===== src/rtl/axis_tx_fanout_ctrl.sv =====
// One-byte AXI-Stream broadcaster feeding a UART TX sink (0) and an ASK TX sink (1).
// Define FANOUT_TIMEOUT_EN to abandon sinks that stall longer than TIMEOUT_CYCLES.
module axis_tx_fanout_ctrl #(
   parameter int unsigned TIMEOUT_CYCLES = 4096
) (
   input  logic       clk,
   input  logic       rst,
   input  logic [7:0] i_tdata,
   input  logic       i_tvalid,
   output logic       i_tready,
   output logic [7:0] o0_tdata,
   output logic       o0_tvalid,
   input  logic       o0_tready,
   output logic [7:0] o1_tdata,
   output logic       o1_tvalid,
   input  logic       o1_tready,
   input  logic [1:0] en,
   output logic       busy,
   output logic [1:0] err_timeout,
   input  logic       clr_err
);

   typedef enum logic {IDLE, BCAST} state_t;

   state_t     state_q, state_d;
   logic [1:0] pending_q, pending_d;
   logic [7:0] buf_q, buf_d;
   logic [1:0] hs;

   // Outputs are forced quiet while rst is high, even before the first reset edge.
   assign i_tready  = (state_q == IDLE) && !rst;
   assign busy      = (state_q == BCAST) && !rst;
   assign o0_tvalid = pending_q[0] && !rst;
   assign o1_tvalid = pending_q[1] && !rst;
   assign o0_tdata  = buf_q;
   assign o1_tdata  = buf_q;
   assign hs        = {o1_tvalid & o1_tready, o0_tvalid & o0_tready};

`ifdef FANOUT_TIMEOUT_EN
   localparam logic [15:0] CNT_LAST = 16'(TIMEOUT_CYCLES - 1);

   logic [15:0] cnt_q, cnt_d;
   logic [1:0]  err_q, err_d;

   assign err_timeout = err_q;
`else
   logic        unused_clr;
   logic [15:0] unused_timeout;

   assign unused_clr     = clr_err;
   assign unused_timeout = 16'(TIMEOUT_CYCLES);
   assign err_timeout    = 2'b00;
`endif

   always_comb begin
      // NOTE: every always_comb target gets a default first so no path infers a latch.
      state_d   = state_q;
      pending_d = pending_q;
      buf_d     = buf_q;
`ifdef FANOUT_TIMEOUT_EN
      cnt_d     = cnt_q;
      err_d     = err_q & ~{2{clr_err}};
`endif
      unique case (state_q)
         IDLE: begin
            if (i_tvalid && i_tready) begin
               buf_d     = i_tdata;
               pending_d = en;
`ifdef FANOUT_TIMEOUT_EN
               cnt_d     = '0;
`endif
               if (en != 2'b00) state_d = BCAST;
            end
         end
         BCAST: begin
            pending_d = pending_q & ~hs;
`ifdef FANOUT_TIMEOUT_EN
            cnt_d = cnt_q + 16'd1;
            // A sink that handshakes on the expiry cycle has already been cleared above.
            if (cnt_q == CNT_LAST) begin
               err_d     = err_d | pending_d;
               pending_d = 2'b00;
            end
`endif
            if (pending_d == 2'b00) state_d = IDLE;
         end
         default: state_d = IDLE;
      endcase
   end

   always_ff @(posedge clk) begin
      if (rst) begin
         state_q   <= IDLE;
         pending_q <= 2'b00;
         buf_q     <= 8'h00;
`ifdef FANOUT_TIMEOUT_EN
         cnt_q     <= '0;
         err_q     <= 2'b00;
`endif
      end else begin
         // NOTE: sequential state uses non-blocking assignments so all registers update together.
         state_q   <= state_d;
         pending_q <= pending_d;
         buf_q     <= buf_d;
`ifdef FANOUT_TIMEOUT_EN
         cnt_q     <= cnt_d;
         err_q     <= err_d;
`endif
      end
   end

endmodule


===== config.mk =====
export PLATFORM = sky130hd
export DESIGN_NAME = axis_tx_fanout_ctrl
export DESIGN_NICKNAME = d
export VERILOG_FILES = /design/src/rtl/axis_tx_fanout_ctrl.sv
export SDC_FILE = /design/constraint.sdc
export NUM_CORES = 1
export LEC_CHECK = 0
export BUFFER_PORTS_ARGS = -buffer_cell sky130_fd_sc_hd__clkbuf_2
export CORE_MARGIN = 3
export CORE_UTILIZATION = 39
export CTS_CLUSTER_SIZE = 40
export DETAILED_ROUTE_END_ITERATION = 16
export PLACE_DENSITY = 0.76
export SLEW_MARGIN = 20
export SYNTH_ARGS = -nofsm -noshare
export SYNTH_HDL_FRONTEND = slang
export SYNTH_SLANG_ARGS = --single-unit

===== constraint.sdc =====
create_clock -name clk -period 1.3 [get_ports clk]
set_input_delay 0.13 -clock clk [delete_from_list [all_inputs] [get_ports clk]]
set_output_delay 0.13 -clock clk [all_outputs]
set_load 0.02 [all_outputs]

## Word level (Yosys, flattened, before mapping)

Index checks and enable logic that the tools add are counted.

- Eq/ne operators: 1
- Multiplexer cells: 6
- Bitwise operators: 5
- Reduce and logical (&&, ||, !) cells: 9

Operators with widths:

| kind | number |
|---|---|
| $logic_and A1 B1 Y1 | 5 |
| $pmux W2 S2 | 1 |
| $mux W1 | 3 |
| $and A1 B1 Y1 | 2 |
| $and A2 B2 Y2 | 1 |
| $logic_not A2 Y1 | 1 |
| $mux W2 | 1 |
| $ne A2 B1 Y1 const B | 1 |
| $not A2 Y2 | 1 |
| $pmux W1 S2 | 1 |
| $reduce_and A2 Y1 | 1 |
| $reduce_bool A2 Y1 | 1 |
| $logic_not A1 Y1 | 1 |
| $not A1 Y1 | 1 |

- Bits in registers: 11
- Input bits: 16
- Output and inout port bits: 22
- Word-level logic and storage cells: 24

## Longest topological paths before layout

Gate-level depths: netlist (run 1).

- Depth in word-level cells: 8
- Gate-level depth with buffers: 5
- Mapped depth without buffers: 3

## Worst setup path before layout (run 1)

Ideal clock, no wire load.

- Path kind: register to register
- From: reg state_q
- To: reg pending_q[1]
- Setup time: 117 ps
- Arrival time: 822 ps
- Data required time: 1,183 ps
- Slack: 361 ps
- Stages on the path, launching flop included: 6
- Path buffers: 2
- Period minus slack after synthesis: 939 ps
- Path through: dfxtp_1 -> buf_6 -> nor2b_4 -> buf_4 -> a22oi_1 -> nor2_1

- Word-level cells in the longest chain between the ends: 4
- Elaborated cells between the ends (all ways): 5
- Those cells by class: 1 x eq/ne; 1 x mux; 1 x bitwise; 2 x reduce/logical

Ends and longest elaborated chain:

| item | line | RTL |
|---|---|---|
| from (decl) | 25 | `state_t state_q, state_d;` |
| from (signal assigned) | 102 | `state_q <= state_d;` |
| $not A1 Y1 (no line) | n/a |  |
| $logic_and A1 B1 Y1 | 31 | `assign i_tready = (state_q == IDLE) && !rst;` |
| $logic_and A1 B1 Y1 | 66 | `if (i_tvalid && i_tready) begin` |
| $ne A2 B1 Y1 (no line) | n/a |  |
| to (signal assigned) | 103 | `pending_q <= pending_d;` |
| to (decl) | 26 | `logic [1:0] pending_q, pending_d;` |

Parallel ways exist; a longest one is shown, timed or not.
A chain may end at the register's enable or synchronous reset.

## Final worst setup path (run 1)

- From: reg state_q
- To: out busy

- Word-level cells in the longest chain between the ends: 1

Ends and longest elaborated chain:

| item | line | RTL |
|---|---|---|
| $logic_and A1 B1 Y1 | 32 | `assign busy = (state_q == BCAST) && !rst;` |
| to (decl) | 18 | `output logic busy,` |

No other way between the ends.

==> flow_summary.toml, run 1 <==
[run_status]
status = "completed"

[global_routing]
grt_pass1_vias = 415
grt_max_degree = 16
antenna_found_initial = 0
track_usage_pct = 12.5
grt_pass1_wl_um = 1700
grt_overflow = 0

[sta]
fin_crit_ns = 1.16
setup_viol = 0
tns_ns = 0
finalCritPeriodShare_pct = 89.5
drv_slew = 0
finalHoldViolations = 0
max_freq_mhz = 860
rsz0062_at_grt = "no"
setup_ws_ns = 0.137
finalClockSkew_ns = 0.000770

[logic_synthesis]
synth_compound_area_share_pct = 13.4
ys_seq_area_share_pct = 40.0
synth_area_per_cell_um2 = 8.22
synth_cells = 67
synth_top_family_by_area = "simple AND/OR/NAND/NOR gates"
syn_area_um2 = 551
synth_seq_cells = 11
synthAdderAreaFrac_pct = 0
synthSimpleGateAreaFrac_pct = 22.3
synth_largest_type_area_fraction_pct = 40.0
yosys.area.top_type = "dfxtp_1"
synth_area_leaders = "dfxtp_1 40%, buf_4 15%, nand2_1 11%"
ys_types = 15
synth_xor_xnor_area_share_pct = 0
yosys_warnings = 0
synthMuxAreaShare_pct = 3.64

[worst_setup_path]
timing.rr.start = "state_q"
cp-end-kind = "primary output"
critPathKind = "reg2out"
cp.arrival_ns = 1.03
cp_max_fo = 7
reg2reg_depth = 3
startpoint = "state_q"
rr_endpoint = "o0_tdata[0]"
required_ns = 1.17
start_kind = "register"
rrSetupSlack_ns = 0.24

[power]
p_switching_mw = 0.234
switching_share_pct = 30.3
p_leak_nw = 0.336
pwr_density_cell_nw_per_um2 = 1170
pwr-share-seq_pct = 48.5
combPwrFrac_pct = 21.3
p_int_mw = 0.539
clkPwrFrac_pct = 30.1
peakVddDrop_mv = 0.478

[layout]
seq_area_um2 = 221
multi_input_area_um2 = 224
final_common_cell = "clkbuf_2"
num-nets-final = 109
drive_above_1_share_pct = 43.5
layout_common_cells = "34 x clkbuf_2, 16 x nand2_1, 10 x dfxtp_1, 9 x a21oi_1, 5 x nor2b_1"
fin_area_um2 = 659
diodes = 0
areaGrowthSynthToFinish_pct = 19.8
nFillCells = 133

[die]
initial_utilization_pct = 45.3
io_pins = 38
rows = 12
core_region_area_um2 = 1220
fp.dieW_um = 43.6
dieHeight_um = 43.6
fp.dieArea_um2 = 1900

[detailed_routing]
vias_per_cell = 4.64
drt_first_pass_iters = 4
drt_iter0_markers = 6
ant_nets = 0
via_count = 492
drc = 0
routed_wl_um = 1130
wl_per_cell_um = 10.7

[placement]
dp_hpwl_um = 870
place_area_um2 = 632
io_buffer_count = 34
place_congestion = 0.669
dpl_worst_slack_ns = 0.139

[hold_path]
hold_class = "in2reg"
hold_start = "i_tdata[1]"
hold_path_end = "o0_tdata[1]"
hold_path_depth = 3

[cts]
insertion_delay_ns = 0.27
clkTransAtPathRegs_ns = 0.07
clock-sinks = 11
clockBufferDepth = 2
clockRootBuffer = "clkbuf_4"
cts_tree = "built"
numCtsBuffers = 3
htreeDepth = 1

[flow_run]
maxCapViolCount = 0
[Yosys cell counts]
master,count
o21ai_2,1
nor2b_1,5
buf_6,2
nor2_1,3
nor2b_4,1
o21ai_0,1
nand2_1,16
mux2i_1,2
buf_4,11
a22oi_1,2
buf_2,1
conb_1,1
dfxtp_1,11
nand2b_1,1
a21oi_1,9
[critical path: stages (launching register included)]
cell,delay [ns]
dfxtp_2,0.42
nor2b_1,0.16
clkbuf_2,0.18
[how the worst max path moves through the flow]
| stage | endpoint | slack, ns | depth (start not counted) |
|---|---|---|---|
| 2_1_floorplan | pending_q[1] | 0.36 | 5 |
| 3_5_place_dp | o0_tdata[0] | 0.14 | 3 |
| 5_1_grt | busy | 0.05 | 2 |
| 3_3_place_gp | o0_tdata[1] | 0.21 | 3 |
| 4_1_cts | busy | 0.02 | 2 |
| 6_report | busy | 0.14 | 2 |
[cells by family (layout without fill, tap and decap cells)]
kind of cell,Yosys count,after routing
other,1,2
DFF,11,11
buffers and inverters,14,38
muxes,2,2
and+or+nand+nor,26,26
AOI/OAI and AO/OA,13,13
[state kept, by name, summed over array words and instances, names as in the netlist]
signal     count
pending_q      2
state_q        1
o0_tdata       8
[layout make-up]
cell class                      count  area share, %
Clock buffer                        4           3.98
Multi-Input combinational cell     43           34.0
Sequential cell                    11           33.6
Tap cell                           14           2.66
Timing Repair Buffer               34           25.8
[repair_timing]
item | 4_1_cts | 5_1_grt
hold buffers | 0 | 0
gates resized for setup | 0 | 1
setup buffers | 0 | 0
endpoints found under the setup margin | 0 | 1
[power by group through the flow]
| stage | registers [mW] | logic, mW | clock network [mW] |
|---|---|---|---|
| after global routing | 0.379 | 0.177 | 0.264 |
| final | 0.375 | 0.165 | 0.233 |
| after floorplan | 0.395 | 0.121 | 0 |
| after detailed placement | 0.382 | 0.166 | 0 |
| after CTS | 0.375 | 0.166 | 0.244 |
| after global placement | 0.380 | 0.164 | 0 |
[per-layer routing]
| metal | routed length (um) | GRT usage [%] | vias to the layer above | share of wire, % |
|---|---|---|---|---|
| met2 | 495 | 20.1 | 30 | 44 |
| met4 | 9 | 7.23 | 0 | 0.80 |
| li1 | - | - | 254 | - |
| met3 | 126 | 6.22 | 2 | 11 |
| met1 | 497 | 13.1 | 206 | 44 |
| met5 | 0 | 0 | - | 0 |
[metrics by stage]
| step | util, % | cells | power (mW) | hold slack, ns |
|---|---|---|---|---|
| 2_1_floorplan | - | 68 | 0.517 | 0.199 |
| 3_3_place_gp | 52.0 | 102 | 0.545 | 0.354 |
| 5_1_grt | 54.2 | 106 | 0.820 | 0.0678 |
| 6_report | 54.2 | 106 | 0.773 | 0.0739 |
| 4_1_cts | 54.1 | 106 | 0.785 | 0.0668 |
| 3_5_place_dp | 52.0 | 102 | 0.548 | 0.360 |
Note: power is estimated with default switching activity, not from simulation.
==> run 2, diff against run 1 <==
--- a/config.mk
+++ b/config.mk
@@ -6,11 +6,13 @@
 export NUM_CORES = 1
 export LEC_CHECK = 0
 export BUFFER_PORTS_ARGS = -buffer_cell sky130_fd_sc_hd__clkbuf_2
+export CAP_MARGIN = 10
 export CORE_MARGIN = 3
-export CORE_UTILIZATION = 39
+export CORE_UTILIZATION = 41
+export CTS_BUF_LIST = sky130_fd_sc_hd__clkbuf_8
 export CTS_CLUSTER_SIZE = 40
 export DETAILED_ROUTE_END_ITERATION = 16
-export PLACE_DENSITY = 0.76
+export PLACE_DENSITY = 0.8
 export SLEW_MARGIN = 20
 export SYNTH_ARGS = -nofsm -noshare
 export SYNTH_HDL_FRONTEND = slang
==> run 2 against run 1 <==
Largest cell class unchanged. Largest power group unchanged. Critical path depth did not move. Clock power up 39%. Setup slack worse by 0.046 ns. Clock-buffer cell count fell by 1. Maximum frequency is 3.8% lower. Combinational power is essentially flat. Critical endpoint unchanged. Wire length is 4.8% lower. Via count fell by 1.6%. Clock skew about the same.
==> flow_summary.toml, run 2 (synthesis results as in run 1) <==
[die]
dieHeight_um = 42.6
fp.dieArea_um2 = 1820
io_pins = 38
rows = 12
core_region_area_um2 = 1190
initial_utilization_pct = 46.4
fp.dieW_um = 42.6

[sta]
finalCritPeriodShare_pct = 93.1
finalHoldViolations = 0
setup_viol = 0
finalClockSkew_ns = 0.00117
max_freq_mhz = 827
fin_crit_ns = 1.21
rsz0062_at_grt = "no"
drv_slew = 0
tns_ns = 0

[detailed_routing]
vias_per_cell = 4.57
ant_nets = 0
drt_iter0_markers = 4
drt_first_pass_iters = 4
drc = 0
via_count = 484
routed_wl_um = 1080
wl_per_cell_um = 10.1

[layout]
final_common_cell = "clkbuf_2"
largest_reg_flops = 8
diodes = 0
areaGrowthSynthToFinish_pct = 23.0
num-nets-final = 109
layout_common_cells = "34 x clkbuf_2, 16 x nand2_1, 11 x dfxtp_1, 9 x a21oi_1, 5 x nor2b_1"
drive_above_1_share_pct = 42.4

[run_status]
status = "completed"

[placement]
place_congestion = 0.685
io_buffer_count = 34
dp_hpwl_um = 812

[cts]
postCtsSetupRepairBufs = 0
insertion_delay_ns = 0.23
clockBufferDepth = 2
cts_resized = 0
clkTransAtPathRegs_ns = 0.05
numCtsBuffers = 3
htreeDepth = 1
clock-sinks = 11
clockRootBuffer = "clkbuf_8"
cts_tree = "built"
cts_hold_buf = 0

[worst_setup_path]
start_kind = "register"
critPathKind = "reg2out"
crit_family = "flip-flops"
cp_max_fo = 7
cp-end-kind = "primary output"
required_ns = 1.17
cp.arrival_ns = 1.08
path_buf_inv = 1
critPathMaxStageDelay_ns = 0.49
path_cells = "nor2b_1 > clkbuf_2"
slowest_stage = "dfxtp_1"

[global_routing]
track_usage_pct = 13.5
antenna_found_initial = 0
grt_max_degree = 16
grt_pass1_vias = 395
grt_overflow = 0
grt_pass1_wl_um = 1740

[power]
pwr_density_cell_nw_per_um2 = 1280
p_leak_nw = 0.347
power_mw = 0.864
peakVddDrop_mv = 0.815

[flow_run]
maxCapViolCount = 0

[hold_path]
hold_class = "in2reg"
## run 2: cell count changes in the layout (fill, tap and decap cells not counted), sizes merged
cell | before | now
clkbuf | 38 | 37
inv | 0 | 1
## run 2: layout make-up
| cell class | count | area [um^2] |
|---|---|---|
| Fill cell | 118 | 509 |
| Multi-Input combinational cell | 43 | 224 |
| Clock buffer | 3 | 41.3 |
| Sequential cell | 11 | 220 |
| Tap cell | 14 | 17.5 |
| Timing Repair Buffer | 34 | 170 |
| Clock inverter | 1 | 3.75 |
## run 2: worst paths after layout
| check | from | endpoint | slack [ns] | depth (start not counted) |
|---|---|---|---|---|
| max | state_q | busy | 0.09 | 2 |
| min | i_tdata[6] | o0_tdata[6] | 0.12 | 3 |
| max reg2reg | state_q | o0_tdata[1] | 0.18 | 3 |
| min reg2reg | o0_tdata[2] | o0_tdata[2] | 0.47 | 2 |
## run 2: power breakdown
part	leakage [nW]	switching [mW]	internal (mW)
sequential	0.0905	0.0169	0.359
combinational	0.230	0.102	0.0619
clock	0.0269	0.118	0.206
total	0.347	0.237	0.627
## run 2: layer usage
metal | wire length [um] | track usage [%]
met4 | 35 | 13.0
met2 | 432 | 17.1
met3 | 120 | 5.15
met1 | 487 | 16.7
met5 | 0 | 0
## run 2: worst min-delay path, stage by stage
cell and delay, ns:
clkbuf_2 0.08, nand2_1 0.04, a21oi_1 0.05
## run 2: per-stage QoR
step	area, um^2	util, %	setup slack [ns]	hold WS, ns	std cells
after floorplan	554	-	0.361	0.199	68
after global placement	632	53.3	0.208	0.356	102
after detailed placement	632	53.3	0.188	0.364	102
after CTS	677	57.1	0.0838	0.115	106
after global routing	677	57.1	0.00715	0.109	106
final	677	57.1	0.0901	0.117	106
==> run 3, diff against run 2 <==
--- a/config.mk
+++ b/config.mk
@@ -7,7 +7,7 @@
 export LEC_CHECK = 0
 export BUFFER_PORTS_ARGS = -buffer_cell sky130_fd_sc_hd__clkbuf_2
 export CAP_MARGIN = 10
-export CORE_MARGIN = 3
+export CORE_MARGIN = 4
 export CORE_UTILIZATION = 41
 export CTS_BUF_LIST = sky130_fd_sc_hd__clkbuf_8
 export CTS_CLUSTER_SIZE = 40
==> run 3 against run 2 <==
Power is 0.60% lower. First-iteration DRC count is 25% higher. Clock skew is 0.00060 ns higher. Global-route usage is 2.0 points lower. Largest cell class unchanged.
==> flow_summary.toml, run 3 (synthesis results as in run 1) <==
[cts]
cts_resized = 0
htreeDepth = 1
numCtsBuffers = 3
clockRootBuffer = "clkbuf_8"
insertion_delay_ns = 0.23
clockBufferDepth = 2
clkTransAtPathRegs_ns = 0.05
postCtsSetupRepairBufs = 0
clock-sinks = 11
cts_tree = "built"
cts_hold_buf = 0

[sta]
drv_slew = 0
max_freq_mhz = 831
finalClockSkew_ns = 0.00177
setup_viol = 0
finalHoldViolations = 0
tns_ns = 0
rsz0062_at_grt = "no"
fin_crit_ns = 1.20
finalCritPeriodShare_pct = 92.5

[hold_path]
hold_path_depth = 3
hold_start = "i_tdata[5]"
hold_class = "in2reg"
hold_path_end = "o0_tdata[5]"

[flow_run]
maxCapViolCount = 0

[global_routing]
met3_usage_pct = 4.47
grt_use_met2_pct = 16.9
grt_overflow = 0
grt_max_degree = 16
antenna_found_initial = 0
grt_pass1_wl_um = 1710
grt_pass1_vias = 408
gr-usage-met1_pct = 14.5
track_usage_pct = 11.5
busiest_layer = "met2"

[detailed_routing]
drt_iter0_markers = 5
drc = 0
wl_per_cell_um = 10.5
ant_nets = 0
vias_per_cell = 4.58
routed_wl_um = 1120
via_count = 486
drt_first_pass_iters = 4

[worst_setup_path]
reg2reg_depth = 3
path_cells = "nor2b_1 > clkbuf_2"
critPathMaxStageDelay_ns = 0.49
start_kind = "register"
cp-end-kind = "primary output"
rrSetupSlack_ns = 0.17
cp_max_fo = 7
timing.rr.start = "state_q"
cp.arrival_ns = 1.07
slowest_stage = "dfxtp_1"
rr_endpoint = "o0_tdata[4]"
critPathKind = "reg2out"
required_ns = 1.17

[layout]
final_cells = 106
diodes = 0
drive_above_1_share_pct = 42.4
final_common_cell = "clkbuf_2"
nFillCells = 126
num-nets-final = 109
seq_area_um2 = 220
layout_common_cells = "34 x clkbuf_2, 16 x nand2_1, 11 x dfxtp_1, 9 x a21oi_1, 5 x nor2b_1"
largest_reg_flops = 8
areaGrowthSynthToFinish_pct = 23.0
multi_input_area_um2 = 224

[power]
pwr_density_cell_nw_per_um2 = 1270
clkPwrFrac_pct = 37.1
peakVddDrop_mv = 0.642
power_mw = 0.859
pwr-share-seq_pct = 43.7
p_switching_mw = 0.232
p_leak_nw = 0.347
p_int_mw = 0.627
combPwrFrac_pct = 19.2
switching_share_pct = 27.0

[die]
fp.dieArea_um2 = 1990
core_region_area_um2 = 1190
io_pins = 38
fp.dieW_um = 44.6
dieHeight_um = 44.6
rows = 12
initial_utilization_pct = 46.4

[placement]
dp_hpwl_um = 873
io_buffer_count = 34
place_congestion = 0.682
place_inst = 102

[run_status]
status = "completed"
==> run 3: cell counts in the layout (fill, tap and decap cells not counted) <==
Identical to the previous run, type by type.
==> run 3: power groups by stage <==
stage | registers [mW] | clock network (mW) | logic, mW
after floorplan | 0.395 | 0 | 0.121
after global placement | 0.381 | 0 | 0.164
after detailed placement | 0.382 | 0 | 0.166
after CTS | 0.375 | 0.333 | 0.167
after global routing | 0.379 | 0.358 | 0.178
final | 0.375 | 0.319 | 0.165
==> run 3: through the flow <==
| stage | utilization (%) | instance area (um^2) | setup slack [ns] | hold WS (ns) |
|---|---|---|---|---|
| final | 57.1 | 677 | 0.0972 | 0.122 |
| after detailed placement | 53.3 | 632 | 0.180 | 0.362 |
| after floorplan | - | 554 | 0.361 | 0.199 |
| after CTS | 57.1 | 677 | 0.0911 | 0.118 |
| after global routing | 57.1 | 677 | 0.0181 | 0.116 |
| after global placement | 53.3 | 632 | 0.208 | 0.356 |
==> run 3: area by class of cell <==
type                       count  share of cell area (%)
sequential                    11                    32.5
clock inverter                 1                   0.555
tap                           14                    2.59
timing repair buffer          34                    25.1
clock buffer                   3                    6.10
multi-input combinational     43                    33.1
==> run 3: metal layers <==
layer / wire, um / vias up
met5: 0 / -
met1: 500 / 207
met3: 148 / 0
li1: - / 253
met4: 0 / 0
met2: 468 / 26
==> run 3: critical path, delay by kind of cell (launching register included) <==
family / cells / cell delay (ns)
buffers and inverters: 1 / 0.18
DFF: 1 / 0.49
and+or+nand+nor: 1 / 0.18
==> run 3: worst max path at each step <==
| stage | startpoint | depth (start not counted) | to | slack, ns |
|---|---|---|---|---|
| global route | state_q | 2 | busy | 0.02 |
| floorplan | state_q | 5 | pending_q[1] | 0.36 |
| CTS | state_q | 2 | busy | 0.09 |
| detailed placement | state_q | 3 | o0_tdata[0] | 0.18 |
| finish | state_q | 2 | busy | 0.1 |
| global placement | state_q | 3 | o0_tdata[1] | 0.21 |
